`src/rtl/multicycle_control.sv`:
```
// Multi-cycle main control unit for the RV64 datapath.
// Sequences FETCH/DECODE/EXECUTE/MEM/WB from the opcode, drives datapath
// enables and ALUOp, and counts retired instructions.
//
// Handshake: memory is a simple request/strobe pair. MemRead or MemWrite is
// held high for the whole access; the access completes on the first rising
// edge where MemReady=1 while in FETCH, MEM_READ or MEM_WRITE. MemReady in any
// other state has no effect.
module multicycle_control #(
    parameter int CNT_W = 32
) (
    input  logic             clk,
    input  logic             reset,
    input  logic [6:0]       Opcode,
    input  logic             MemReady,
    output logic             PCWrite,
    output logic             PCWriteCond,
    output logic             IorD,
    output logic             MemRead,
    output logic             MemWrite,
    output logic             IRWrite,
    output logic             MemtoReg,
    output logic             RegWrite,
    output logic             ALUSrcA,
    output logic [1:0]       ALUSrcB,
    output logic [1:0]       ALUOp,
    output logic             PCSource,
    output logic             Illegal,
    output logic [3:0]       State,
    output logic [CNT_W-1:0] InstrCount
);

    localparam logic [6:0] OP_LD    = 7'b0000011;
    localparam logic [6:0] OP_SD    = 7'b0100011;
    localparam logic [6:0] OP_RTYPE = 7'b0110011;
    localparam logic [6:0] OP_BEQ   = 7'b1100011;

    typedef enum logic [3:0] {
        S_FETCH     = 4'd0,
        S_DECODE    = 4'd1,
        S_MEM_ADDR  = 4'd2,
        S_MEM_READ  = 4'd3,
        S_MEM_WB    = 4'd4,
        S_MEM_WRITE = 4'd5,
        S_EXECUTE   = 4'd6,
        S_R_WB      = 4'd7,
        S_BRANCH    = 4'd8,
        S_ILLEGAL   = 4'd9
    } state_t;

    state_t           state_q;
    state_t           state_d;
    logic             retire;
    logic [CNT_W-1:0] count_q;

    assign State      = state_q;
    assign InstrCount = count_q;

    // State register and retired-instruction counter; reset wins over everything.
    always_ff @(posedge clk) begin
        if (reset) begin
            state_q <= S_FETCH;
            count_q <= '0;
        end else begin
            state_q <= state_d;
            if (retire) begin
                count_q <= count_q + 1'b1;
            end
        end
    end

    // Next-state, retire strobe and Moore outputs (IRWrite/PCWrite are Mealy on MemReady in FETCH).
    always_comb begin
        state_d     = S_FETCH;
        retire      = 1'b0;
        PCWrite     = 1'b0;
        PCWriteCond = 1'b0;
        IorD        = 1'b0;
        MemRead     = 1'b0;
        MemWrite    = 1'b0;
        IRWrite     = 1'b0;
        MemtoReg    = 1'b0;
        RegWrite    = 1'b0;
        ALUSrcA     = 1'b0;
        ALUSrcB     = 2'b00;
        ALUOp       = 2'b00;
        PCSource    = 1'b0;
        Illegal     = 1'b0;

        case (state_q)
            S_FETCH: begin
                MemRead = 1'b1;
                ALUSrcB = 2'b01;
                // No instruction load or PC advance may leak out during reset.
                IRWrite = MemReady & ~reset;
                PCWrite = MemReady & ~reset;
                state_d = MemReady ? S_DECODE : S_FETCH;
            end
            S_DECODE: begin
                ALUSrcB = 2'b11;
                case (Opcode)
                    OP_LD, OP_SD: state_d = S_MEM_ADDR;
                    OP_RTYPE:     state_d = S_EXECUTE;
                    OP_BEQ:       state_d = S_BRANCH;
                    default:      state_d = S_ILLEGAL;
                endcase
            end
            S_MEM_ADDR: begin
                ALUSrcA = 1'b1;
                ALUSrcB = 2'b10;
                // Only LD/SD reach here; anything else falls back to FETCH.
                if (Opcode == OP_LD) begin
                    state_d = S_MEM_READ;
                end else if (Opcode == OP_SD) begin
                    state_d = S_MEM_WRITE;
                end else begin
                    state_d = S_FETCH;
                end
            end
            S_MEM_READ: begin
                MemRead = 1'b1;
                IorD    = 1'b1;
                state_d = MemReady ? S_MEM_WB : S_MEM_READ;
            end
            S_MEM_WB: begin
                RegWrite = 1'b1;
                MemtoReg = 1'b1;
                retire   = 1'b1;
                state_d  = S_FETCH;
            end
            S_MEM_WRITE: begin
                MemWrite = 1'b1;
                IorD     = 1'b1;
                retire   = MemReady;
                state_d  = MemReady ? S_FETCH : S_MEM_WRITE;
            end
            S_EXECUTE: begin
                ALUSrcA = 1'b1;
                ALUSrcB = 2'b00;
                ALUOp   = 2'b10;
                state_d = S_R_WB;
            end
            S_R_WB: begin
                RegWrite = 1'b1;
                retire   = 1'b1;
                state_d  = S_FETCH;
            end
            S_BRANCH: begin
                ALUSrcA     = 1'b1;
                ALUSrcB     = 2'b00;
                ALUOp       = 2'b01;
                PCWriteCond = 1'b1;
                PCSource    = 1'b1;
                retire      = 1'b1;
                state_d     = S_FETCH;
            end
            S_ILLEGAL: begin
                Illegal = 1'b1;
                state_d = S_FETCH;
            end
            default: begin
                // Unused encodings: all outputs stay 0, recover to FETCH.
                state_d = S_FETCH;
            end
        endcase
    end

endmodule

```
`config.mk`:
```
export PLATFORM = sky130hd
export DESIGN_NAME = multicycle_control
export DESIGN_NICKNAME = d
export VERILOG_FILES = /design/src/rtl/multicycle_control.sv
export SDC_FILE = /design/constraint.sdc
export NUM_CORES = 1
export LEC_CHECK = 0
export CORE_MARGIN = 3
export CORE_UTILIZATION = 51
export CTS_BUF_LIST = sky130_fd_sc_hd__clkbuf_16
export CTS_CLUSTER_DIAMETER = 100
export CTS_CLUSTER_SIZE = 25
export DETAILED_ROUTE_END_ITERATION = 8
export MAX_ROUTING_LAYER = met4
export PLACE_DENSITY_LB_ADDON = 0.1
export SLEW_MARGIN = 25
export SYNTH_ARGS = -nofsm -noshare
export SYNTH_HDL_FRONTEND = slang
export SYNTH_SLANG_ARGS = --single-unit
```
`constraint.sdc`:
```
create_clock -name clk -period 5.22 [get_ports clk]
set_clock_uncertainty 0.05 [all_clocks]
set_input_delay 1.305 -clock clk [delete_from_list [all_inputs] [get_ports clk]]
set_output_delay 1.305 -clock clk [all_outputs]
set_load 0.02 [all_outputs]
```
# == Word-level counts from Yosys, hierarchy flattened ==
# Index checks and enable logic that the tools add are counted.
# classes
eq_ne,13
addsub,1
bitwise_logic,2
n_mux,19
n_reduce_logical,7
# ops
op,count
"adder 32 x 1 -> 32 bit, second input constant",1
one-hot mux 4 bit (6 select lines),1
"== test 4 x 3 -> 1 bit, second input constant",4
"== test 7 x 6 -> 1 bit, second input constant",2
2-to-1 mux 3 bit,4
one-hot mux 4 bit (3 select lines),1
2-to-1 mux 1 bit,10
"== test 4 x 2 -> 1 bit, second input constant",2
"== test 4 bit, second input constant",2
OR reduction 2 bit,4
"== test 7 x 2 -> 1 bit, second input constant",1
"== test 7 bit, second input constant",1
one-hot mux 2 bit (3 select lines),1
OR reduction 3 bit,2
"== test 4 x 1 -> 1 bit, second input constant",1
logical NOT 4 bit,1
one-hot mux 2 bit (2 select lines),1
one-hot mux 1 bit (2 select lines),1
AND 1 bit,1
inverter 1 bit,1
# totals
register_bits,36

# == Longest topological paths before layout ==
# logic_depth
ltp_word,4
ltp_mapped,7
ltp_nobuf,6

# == Worst setup path before layout ==
# Ideal clock, no wire load.
# synth_timing
path_type,input -> output
start,input port reset
end,output port PCWrite
arrival_ns,2.566
stages,4
slack_ns,1.299
path_cell_list,buf_1 > nand2b_1 > nor4_1 > buf_4
# synth_via
elab_chain_cells,3
# synth_lines
item,line_no,text
start: declaration,13,"input logic reset,"
inverter 1 bit,-,
AND 1 bit,-,
2-to-1 mux 1 bit,-,
end: declaration,16,"output logic PCWrite,"
# Every way passes these cells.

# == Final worst setup path ==
# layout_timing
start,input port MemReady
end,output port IRWrite
# layout_via
elab_chain_cells,2
# layout_lines
item,line_no,text
start: declaration,15,"input logic MemReady,"
AND 1 bit,95,IRWrite = MemReady & ~reset;
2-to-1 mux 1 bit,90,case (state_q)
end: declaration,21,"output logic IRWrite,"
# Every way passes these cells.

==> out/qor.yml <==
yosys_warnings: 0
ant_nets: 0
drc: 0
maxSlewViolCount: 0
period_needed_ps: 4206
combPwrFrac: 0.109
synth-main-ff-cell: "dfxtp_1"
die_h_um: 69.03
place_congestion: 0.7979
drv_cap: 0
worst_slew_margin_rel: 0.5530
grt_setup_unrepaired: "no"
synth_edf_count: 0
p_sw_w: 0.0001545
route.detailed.vias_per_inst: 5.472
ir_worst_vdd_uv: 154.8
cts_tree: "yes"
async_flop_share: 0
drive_gt1_frac: 0.06826
fp-row-count: 22
min_to: "InstrCount[3]$_SDFFE_PP0P_"
cts-root-buf: "clkbuf_16"
cp-start-kind: "input pin"
antenna_found_initial: 0
syn-cell-area_um2: 2026
r2r-end: "InstrCount[30]$_SDFFE_PP0P_"
cts_setup_buffers: 0
cp.required_ps: 3870
wl_per_cell_um: 14.32
p_int_w: 0.0004822
synth-seq-area-share: 0.3558
clock-sinks: 36
grt_usage: 0.2129
post-route-period-util: 0.8057
die_area_um2: 4764
dp_hpwl_um: 3321
setup_tns_ps: 0
cp_data_arrival_time_ps: 2850
p_leak_nw: 0.8636
cts.repair.resized: 0
insertion_delay_ps: 280
wirelength_um: 4883
holdBufCountCts: 0
ioPinCount: 61
end_kind: "output port"
synth_cell_types: 43
worst_pin_slew_ps: 670.6
clkPwrFrac: 0.445
core-area_um2: 3744
grt_pass1_wl_um: 8224
r2r_slack_ps: 2870
synth_commonest_cells: "nor2_1 (42), dfxtp_1 (36), xnor2_1 (29), nand2_1 (14), nor3_1 (13)"
synth.area.top_cells: "dfxtp_1 (36%), xnor2_1 (13%), nor2_1 (7.8%)"
min_path_cells: 2
ff2ff_path_depth: 5
netlist_instances: 239
crit_fanout: 6
p_sw_frac: 0.2426
pwr_density_cell_nw_per_um2: 231.5
path_class: "input pin to output port"
seq_power_share: 0.446
fmax_ghz: 0.2378
cts_buffer_depth: 2
route.vias.total: 1866
yosysMostFrequentCell: "nor2_1"
grt_remaining_overflow: 0
path_clk_slew_ps: 50
synth_top_cell_by_area: "dfxtp_1"
grt_pass1_vias: 1753
synth_top_area_share: 0.3558
nets: 303
worstHoldStart: "InstrCount[3]$_SDFFE_PP0P_"
p_total_w: 0.0006367
syn-num-nets: 250
syn_area_per_cell_um2: 8.476
synth-seq-cells: 36
dr.pass1.iters: 4
hold_class: "register to register"
numCtsBuffers: 5
area_delta_synth_final_pct: 35.76
portBuffers: 60
whs_ps: 474.4
die_w_um: 69.03
hold_viol: 0
h-tree-depth: 2
stdcell_count: 341
status: "finished, final reports clean"
n_antenna_cell: 0
multi_input_area_um2: 1214
initial_utilization: 0.5411
dp.cells: 333
setup_violations: 0
ff_latch_area_um2: 720.7
nFillCells: 313
drtIter0Drc: 145
r2r-start: "State[0]$_SDFF_PP0_"
grt_max_degree: 35
==> flip-flops by register name, indices dropped and copies added, names as in the netlist <==
signal and flops:
InstrCount 32, State 4
==> how the worst max path moves through the flow <==
stage / from / to / slack [ps] / cells after the start
finish: MemReady / IRWrite / 1010 / 4
CTS: MemReady / IRWrite / 1000 / 4
detailed placement: MemReady / IRWrite / 1010 / 4
floorplan: reset / PCWrite / 1300 / 4
global placement: MemReady / PCWrite / 1030 / 4
global route: MemReady / PCWrite / 910 / 4
==> layout make-up <==
cell class	count	area share
clock buffers	5	0.04550
repair buffers	61	0.2211
inverters	2	0.002730
well taps	48	0.02184
multi-input cells	186	0.4413
flip-flops and latches	36	0.2621
clock inverters	3	0.005460
==> placed cells by master (no fill, tap or decap), types with 2 or more instances in the layout <==
cell | netlist | routed
a211o_1 | 2 | 2
a21o_1 | 2 | 2
a21oi_1 | 6 | 6
and2_1 | 4 | 4
and3_1 | 3 | 3
and4_1 | 5 | 5
clkbuf_16 | 0 | 5
clkdlybuf4s50_1 | 0 | 60
dfxtp_1 | 36 | 36
inv_1 | 2 | 3
nand2_1 | 14 | 14
nand2b_1 | 5 | 5
nand3_1 | 5 | 5
nand4_1 | 8 | 8
nor2_1 | 42 | 42
nor2b_1 | 4 | 4
nor3_1 | 13 | 13
nor3b_1 | 9 | 9
nor4_1 | 5 | 5
nor4_2 | 3 | 3
nor4b_2 | 6 | 6
o21ai_0 | 3 | 3
or3_1 | 2 | 2
xnor2_1 | 29 | 29
==> stage by stage <==
stage | util | setup WS [ps] | area [um2]
detailed placement | 0.6972 | 1009 | 2610
finish | 0.7346 | 1014 | 2750
CTS | 0.7346 | 1004 | 2750
global route | 0.7346 | 907.2 | 2750
floorplan | - | 1299 | 2026
global placement | 0.6969 | 1032 | 2609
==> power by group through the flow <==
stage | combinational [W] | clock, W | sequential, W
after global placement | 0.0000679 | 0 | 0.000290
after detailed placement | 0.0000689 | 0 | 0.000290
after floorplan | 0.0000438 | 0 | 0.000288
final | 0.0000695 | 0.000283 | 0.000284
after global routing | 0.0000747 | 0.000295 | 0.000285
after CTS | 0.0000696 | 0.000287 | 0.000284
==> kinds of logic (layout without fill, tap and decap cells) <==
kind of cell / count (synthesis) / count (layout) / share of synthesized area
simple gates: 133 / 133 / 0.3842
xor+xnor: 30 / 30 / 0.1297
buf+inv: 17 / 71 / 0.04571
mux: 2 / 2 / 0.01050
flops: 36 / 36 / 0.3558
compound gates: 19 / 19 / 0.06301
fa+ha+maj: 2 / 2 / 0.01112
==> critical path: stages <==
cell and delay (ps):
clkdlybuf4s50_1 550, nand2b_1 70, nor4_1 250, clkdlybuf4s50_1 670
==> routing by layer <==
| metal | wire length [um] | global-route usage |
|---|---|---|
| met4 | 74 | 0.07809 |
| met1 | 2291 | 0.2671 |
| met2 | 2321 | 0.3337 |
| met3 | 195 | 0.04956 |
| met5 | 0 | - |
Power figures use the tool's default switching activity.
